<file path="src/rtl/tts_pkg.sv">
// rtl/tts_pkg.sv - shared widths and FSM state type for the HPB write controller
package tts_pkg;
  localparam int HPB_ADDR_W        = 14;
  localparam int HPB_RAM_WIDTH_DEF = 64;

  typedef enum logic [1:0] {
    IDLE = 2'd0,
    REQ  = 2'd1,
    REL  = 2'd2
  } hpb_wr_state_e;
endpackage

</file>
<file path="src/rtl/hpb_fifo.sv">
// rtl/hpb_fifo.sv - command FIFO with wrap-bit binary pointers
// Head, empty and full are decoded only from registered pointers and storage.
module hpb_fifo #(
  parameter int WIDTH = 8,
  parameter int DEPTH = 4
) (
  input  logic             clk,
  input  logic             reset,
  input  logic             push_i,
  input  logic [WIDTH-1:0] push_data_i,
  input  logic             pop_i,
  output logic [WIDTH-1:0] head_o,
  output logic             empty_o,
  output logic             full_o
);
  localparam int          AW      = $clog2(DEPTH);
  localparam logic [AW:0] PTR_ONE = 1;

  logic [AW:0]      wr_ptr_q, wr_ptr_d;
  logic [AW:0]      rd_ptr_q, rd_ptr_d;
  logic [WIDTH-1:0] mem_q [DEPTH];
  logic             do_push, do_pop;

  // Extra MSB distinguishes full from empty when the index bits match.
  assign empty_o = (wr_ptr_q == rd_ptr_q);
  assign full_o  = (wr_ptr_q[AW] != rd_ptr_q[AW]) &&
                   (wr_ptr_q[AW-1:0] == rd_ptr_q[AW-1:0]);
  assign do_push = push_i && !full_o;
  assign do_pop  = pop_i && !empty_o;
  assign head_o  = mem_q[rd_ptr_q[AW-1:0]];

  always_comb begin
    wr_ptr_d = wr_ptr_q;
    rd_ptr_d = rd_ptr_q;
    if (do_push) wr_ptr_d = wr_ptr_q + PTR_ONE;
    if (do_pop)  rd_ptr_d = rd_ptr_q + PTR_ONE;
  end

  always_ff @(posedge clk) begin
    if (reset) begin
      wr_ptr_q <= '0;
      rd_ptr_q <= '0;
    end else begin
      wr_ptr_q <= wr_ptr_d;
      rd_ptr_q <= rd_ptr_d;
    end
  end

  always_ff @(posedge clk) begin
    if (do_push) mem_q[wr_ptr_q[AW-1:0]] <= push_data_i;
  end
endmodule

</file>
<file path="src/rtl/hpb_wr_ctl.sv">
// rtl/hpb_wr_ctl.sv - buffers host writes and hands them one at a time to the RAM control block
// Each write is REQ until done, then one REL cycle with req low so downstream re-arms.
module hpb_wr_ctl
  import tts_pkg::*;
#(
  parameter int HPB_RAM_WIDTH  = HPB_RAM_WIDTH_DEF,
  parameter int HPB_FIFO_DEPTH = 4,
  parameter int HPB_STALL_CYC  = 255
) (
  input  logic                       clk,
  input  logic                       reset,
  input  logic                       host_wr_valid,
  input  logic [HPB_ADDR_W-1:0]      host_wr_addr,
  input  logic [HPB_RAM_WIDTH-1:0]   host_wr_data,
  input  logic [HPB_RAM_WIDTH/8-1:0] host_wr_be,
  output logic                       host_wr_ready,
  input  logic                       host_stall_clr,
  output logic [HPB_ADDR_W-1:0]      hpb_wr_addr,
  output logic [HPB_RAM_WIDTH-1:0]   hpb_wr_data,
  output logic [HPB_RAM_WIDTH/8-1:0] hpb_wr_en,
  output logic                       hpb_wr_req,
  input  logic                       rcb_wr_done,
  output logic                       hpb_busy,
  output logic                       hpb_stall,
  output logic [15:0]                hpb_wr_count
);
  localparam int          BE_W        = HPB_RAM_WIDTH / 8;
  localparam int          ENTRY_W     = HPB_ADDR_W + HPB_RAM_WIDTH + BE_W;
  localparam logic [15:0] STALL_LIMIT = 16'(HPB_STALL_CYC);

  hpb_wr_state_e          state_q, state_d;
  logic [HPB_ADDR_W-1:0]  addr_q, addr_d;
  logic [HPB_RAM_WIDTH-1:0] data_q, data_d;
  logic [BE_W-1:0]        be_q, be_d;
  logic [15:0]            stall_cnt_q, stall_cnt_d;
  logic                   stall_q, stall_d, stall_set;
  logic [15:0]            count_q, count_d;

  logic                   fifo_pop, fifo_empty, fifo_full;
  logic [ENTRY_W-1:0]     fifo_head;

  hpb_fifo #(
    .WIDTH (ENTRY_W),
    .DEPTH (HPB_FIFO_DEPTH)
  ) u_fifo (
    .clk         (clk),
    .reset       (reset),
    .push_i      (host_wr_valid),
    .push_data_i ({host_wr_addr, host_wr_data, host_wr_be}),
    .pop_i       (fifo_pop),
    .head_o      (fifo_head),
    .empty_o     (fifo_empty),
    .full_o      (fifo_full)
  );

  assign host_wr_ready = !fifo_full;
  assign fifo_pop      = (state_q == REQ) && rcb_wr_done;

  always_comb begin
    state_d     = state_q;
    addr_d      = addr_q;
    data_d      = data_q;
    be_d        = be_q;
    stall_cnt_d = stall_cnt_q;
    case (state_q)
      IDLE:    if (!fifo_empty) state_d = REQ;
      REQ:     if (rcb_wr_done) state_d = REL;
      REL:     state_d = fifo_empty ? IDLE : REQ;
      default: state_d = IDLE;
    endcase

    // Latch the head on entry so the RAM side sees it stable for the whole request.
    if (state_d == REQ && state_q != REQ) begin
      {addr_d, data_d, be_d} = fifo_head;
      stall_cnt_d            = 16'd1;
    end else if (state_d == REQ && stall_cnt_q != 16'hFFFF) begin
      stall_cnt_d = stall_cnt_q + 16'd1;
    end

    stall_set = (state_d == REQ) && (stall_cnt_d == STALL_LIMIT);
    stall_d   = stall_set ? 1'b1 : (host_stall_clr ? 1'b0 : stall_q);
    count_d   = fifo_pop ? count_q + 16'd1 : count_q;
  end

  always_ff @(posedge clk) begin
    if (reset) begin
      state_q     <= IDLE;
      addr_q      <= '0;
      data_q      <= '0;
      be_q        <= '0;
      stall_cnt_q <= '0;
      stall_q     <= 1'b0;
      count_q     <= '0;
    end else begin
      state_q     <= state_d;
      addr_q      <= addr_d;
      data_q      <= data_d;
      be_q        <= be_d;
      stall_cnt_q <= stall_cnt_d;
      stall_q     <= stall_d;
      count_q     <= count_d;
    end
  end

  assign hpb_wr_req   = (state_q == REQ);
  assign hpb_wr_addr  = addr_q;
  assign hpb_wr_data  = data_q;
  assign hpb_wr_en    = be_q;
  assign hpb_busy     = !fifo_empty || (state_q != IDLE);
  assign hpb_stall    = stall_q;
  assign hpb_wr_count = count_q;
endmodule
</file>
<file path="config.mk">
export PLATFORM = sky130hd
export DESIGN_NAME = hpb_wr_ctl
export DESIGN_NICKNAME = d
export VERILOG_FILES = /design/src/rtl/tts_pkg.sv /design/src/rtl/hpb_fifo.sv /design/src/rtl/hpb_wr_ctl.sv
export SDC_FILE = /design/constraint.sdc
export NUM_CORES = 1
export LEC_CHECK = 0
export CORE_ASPECT_RATIO = 1.1
export CORE_MARGIN = 8
export CORE_UTILIZATION = 57
export DETAILED_ROUTE_END_ITERATION = 12
export DONT_BUFFER_PORTS = 1
export PLACE_DENSITY = 0.78
export REMOVE_ABC_BUFFERS = 1
export SKIP_CTS_REPAIR_TIMING = 1
export SYNTH_ARGS = -nofsm -noshare
export SYNTH_HDL_FRONTEND = slang
export SYNTH_SLANG_ARGS = --single-unit
</file>
<file path="constraint.sdc">
create_clock -name clk -period 3.89 [get_ports clk]
set_input_delay 0.778 -clock clk [delete_from_list [all_inputs] [get_ports clk]]
set_output_delay 0.778 -clock clk [all_outputs]
set_load 0.01 [all_outputs]
</file>
* Word-level counts from Yosys, hierarchy flattened *
Memory sizes are Yosys's and may differ from the RTL's. A register that Yosys moved wholly into a read port is not among the register bits.
Index checks and enable logic that the tools add are counted.

word-level totals
  memories = 1
  bits of input ports = 91
  register bits after elaboration = 41
  memory bits (writable) = 344

operators by class
  equality and inequality tests = 9
  add/subtract/negate cells = 4
  reduce and logical (&&, ||, !) cells = 13
  mux-type cells = 10

memory list
  name          words  width  read ports  clocked after memory_dff  write ports  line            text
  u_fifo.mem_q  4      86     1           1                         1            hpb_fifo.sv:21  logic [WIDTH-1:0] mem_q [DEPTH];

operator list
  operator                                              count
  adder 16 x 1 -> 16 bit, second input constant         2
  2-to-1 mux 16 bit                                     2
  equality test 16 x 8 -> 1 bit, second input constant  1
  != test 16 bit, second input constant                 1
  logical AND 1 bit                                     7
  adder 3 x 1 -> 3 bit, second input constant           2
  case mux 2 bit (3 select lines)                       1
  2-to-1 mux 1 bit                                      5
  equality test 2 x 1 -> 1 bit, second input constant   2
  2-to-1 mux 2 bit                                      2
  nonzero test 2 bit                                    2
  equality test 3 bit                                   1
  equality test 2 bit                                   1
  equality test 2 bit, second input constant            1
  zero test 1 bit                                       2
  zero test 2 bit                                       1
  != test 2 x 1 -> 1 bit, second input constant         1
  logical OR 1 bit                                      1
  != test 1 bit                                         1

* Depth between registers and ports, before layout *
  word-level depth = 10
  gate-level depth with buffers = 8

* Hierarchy *
Synthesis repeated with hierarchy kept, for this count alone.

second synthesis, totals
  cell total of the unflattened synthesis = 1088
  area total of the unflattened synthesis = 17563.1 µm²

by module, submodules not included
  module      area each (µm²)  instances  cells an instance
  hpb_fifo    12959.9          1          518
  hpb_wr_ctl  4603.2           1          570

* Worst setup path before layout *
Ideal clock, no wire load.

  path type = register -> register
  start = register u_fifo.rd_ptr_q[0]
  end = memory u_fifo.mem_q[3][0] in the netlist's numbering (enable)
  cell stages (with the launch flop) = 6
  setup slack = 153 ps
  setup time = 456 ps
  data required time = 3434 ps
  data arrival time = 3282 ps
  cell sequence = dfxtp_1 clkbuf_1 xor2_2 nor2_1 a21boi_1 and2_1

on the way
  longest elaborated chain between the ends = 6

RTL lines
  what                                    line            text
  start, declared                         hpb_fifo.sv:20  logic [AW:0] rd_ptr_q, rd_ptr_d;
  start signal, assigned                  hpb_fifo.sv:45  rd_ptr_q <= rd_ptr_d;
  equality test 2 bit                     hpb_fifo.sv:27  (wr_ptr_q[AW-1:0] == rd_ptr_q[AW-1:0]);
  logical AND 1 bit                       hpb_fifo.sv:26  assign full_o = (wr_ptr_q[AW] != rd_ptr_q[AW]) &&
  zero test 1 bit                         hpb_fifo.sv:28  assign do_push = push_i && !full_o;
  logical AND 1 bit                       hpb_fifo.sv:28
  2-to-1 mux 1 bit                        hpb_fifo.sv:50  if (do_push) mem_q[wr_ptr_q[AW-1:0]] <= push_data_i;
  2-to-1 mux 1 bit (not written as such)  hpb_fifo.sv:50
  end, declared                           hpb_fifo.sv:21

No other way between the ends.

* Worst setup path in the final report *
  start = register u_fifo.rd_ptr_q[1]
  end = memory u_fifo.mem_q[0][42] in the netlist's numbering (enable)

Same word-level chain as after synthesis.

==> qor.csv <==
metric,value,unit
overflow,0,
vias,9013,
ys_types,57,
cp-start-kind,flip-flop,
gp_congestion,0.8608,
synth_flop_cell,edfxtp_1,
hold_path.class,in2reg,
cts_tree,done,
finalInstanceArea,19490,µm²
timing.final.ws_setup,0.9623,ns
antenna_cells,0,
r2r_slack,0.96,ns
ant_nets,0,
cts_buffers,46,
first_pass_iters,7,
ir_drop,0.3959,mV
critical_path_arrival,3.13,ns
clockBufferDepth,3,
cts_sinks,471,
worst-path-stages,5,
drive_gt1_frac,0.1772,
syn_avg_cell_area,16.18,µm²
drv_cap,0,
clkLatencyLatePin,0.55,ns
portBuffers,0,
r2r-end,u_fifo.mem_q[0][42],
slew_violations,0,
critPathMaxFanout,52,
dieArea,36580,µm²
pin_count,197,
layout_common_cells,"edfxtp_1 (344), nand2_1 (195), dfxtp_1 (125), a21oi_1 (99), mux4_2 (86)",
dpl_cell_area,17990,µm²
rsz0062_at_grt,false,
r2r-start,u_fifo.rd_ptr_q[1],
fp.dieW,183.1,µm
die_h,199.8,µm
worstSetupPathType,reg2reg,
coreArea,30350,µm²
yosysWarnings,0,
syn_area,17510,µm²
critical_path_required,4.09,ns
p_leak,0.006224,µW
worst_setup_hold_path_clk_slew,0.06,ns
crit_end,u_fifo.mem_q[0][42],
grt_max_degree,116,
antenna_found_initial,0,
synth_top_area_share,0.5901,
clockRootBuffer,clkbuf_16,
finalSetupViolCount,0,
routed_wl,35150,µm
final_common_cell,edfxtp_1,
slowest_stage,dfxtp_4,
rows,67,
synth_cells,1082,
initial_core_util,0.5769,
hpwl,20760,µm
synth_top_cells_by_area,"edfxtp_1 (59%), dfxtp_1 (15%), mux4_2 (11%), nand2_1 (4.2%), a21oi_1 (2.8%)",
stdcell_count,1537,
n_fill_cell,2132,
preCtsSetupSlack,0.9163,ns
ctsHtreeMaxLevel,2,
via_per_inst,5.864,
ys_seq_elements,471,
worst_setup_path_end_kind,flip-flop,
skew,0.01938,ns
grt_pass1_vias,9522,
fin_nets,1184,
yosysTopAreaCell,edfxtp_1,
dp.cells,1452,
area_delta_synth_final,11.31,%
worstMarginPinSlew,0.8900,ns
track_usage,0.1935,
crit_start,u_fifo.rd_ptr_q[1],
cp.buffers_inverters,1,
critPathMaxStageDelay,0.69,ns
drtIter0Drc,546,
cp_cell_sequence,"xor2_4, nor2_1, a21boi_1, and2_4, buf_12",
power_density,562.6,nW/µm²
final_hold_viol_count,0,
period_minus_slack,2.928,ns
yosysSeqAreaShare,0.7353,
synth_edf_count,344,
relSlewSlack,0.4066,
post-route-drc-count,0,
cp_top_family,simple AND/OR/NAND/NOR gates,
tns,0,ns
fmax,341.6,MHz
fin_crit_sh,0.7526,
r2r_cells,5,
wl_per_cell,22.87,µm
status,finished clean,
ys_async_sr_fraction,0,
grt_pass1_wl,54390,µm
==> cells in the mapped netlist, drive strengths merged (4+ instances only) <==
cell type / count
buf: 17
and2: 7
or3: 4
nor4: 5
nor2: 37
mux2i: 4
xnor2: 11
nand3: 9
nand4: 10
nor3: 6
mux4: 86
edfxtp: 344
xor2: 17
o21ai: 5
clkbuf: 43
o31ai: 5
nand2: 196
ha: 7
dfxtp: 127
inv: 6
or4: 7
a21oi: 99
==> flip-flops by register name, indices dropped and copies added, names as in the netlist <==
register and count:
hpb_wr_addr 14, u_fifo.mem_q 344, hpb_stall 1, u_fifo.rd_ptr_q 3, hpb_wr_data 64, state_q 2
stall_cnt_q 16, u_fifo.wr_ptr_q 3, hpb_wr_en 8, hpb_wr_count 16
==> layer usage <==
metal / part of all wire / GRT usage
met5: 0 / 0
met4: 0.018 / 0.05033
met3: 0.095 / 0.06825
met2: 0.50 / 0.3269
met1: 0.39 / 0.2365
==> worst min path at each step <==
stage          slack (ns)  depth (start not counted)      startpoint               end
6_report             0.31                          1           reset  hpb_wr_count[13]
2_1_floorplan        0.47                          2  stall_cnt_q[1]    stall_cnt_q[1]
4_1_cts              0.29                          1           reset   hpb_wr_data[20]
5_1_grt              0.28                          1           reset   hpb_wr_data[20]
3_5_place_dp         0.49                          2  stall_cnt_q[1]    stall_cnt_q[1]
3_3_place_gp         0.49                          2  stall_cnt_q[1]    stall_cnt_q[1]
==> power by group <==
part	internal [µW]	switching [µW]	leakage [µW]
clock	2580	1760	0.000737
sequential	5700	193	0.00420
combinational	263	472	0.00129
==> kinds of logic (layout without fill, tap and decap cells) <==
family                     after synthesis  count (layout)  synth area share
buffers and inverters                   66             107           0.01544
AOI/OAI and AO/OA                      120             120           0.03817
adders and majority gates                7               7          0.005003
DFF                                    471             471            0.7353
and+or+nand+nor                        299             299           0.07704
xor gates and xnor gates                28              28           0.01551
muxes                                   91              91            0.1136
==> final cells by class <==
class	count	area [µm²]	area share
Sequential cell	471	12880	0.6609
Multi-Input combinational cell	545	4389	0.2252
Tap cell	414	518.0	0.02658
Timing Repair Buffer	16	182.7	0.009374
Clock buffer	70	1340	0.06876
Inverter	6	22.52	0.001156
Clock inverter	15	155.1	0.007962
==> metrics by stage <==
stage	total power (µW)	hold WS, ns	util
after floorplan	6486	0.4664	-
after global placement	6707	0.4851	0.5929
after detailed placement	6745	0.4898	0.5929
after CTS	11070	0.2867	0.6422
after global routing	11350	0.2792	0.6422
final	10960	0.3094	0.6422
Power figures use the tool's default switching activity.
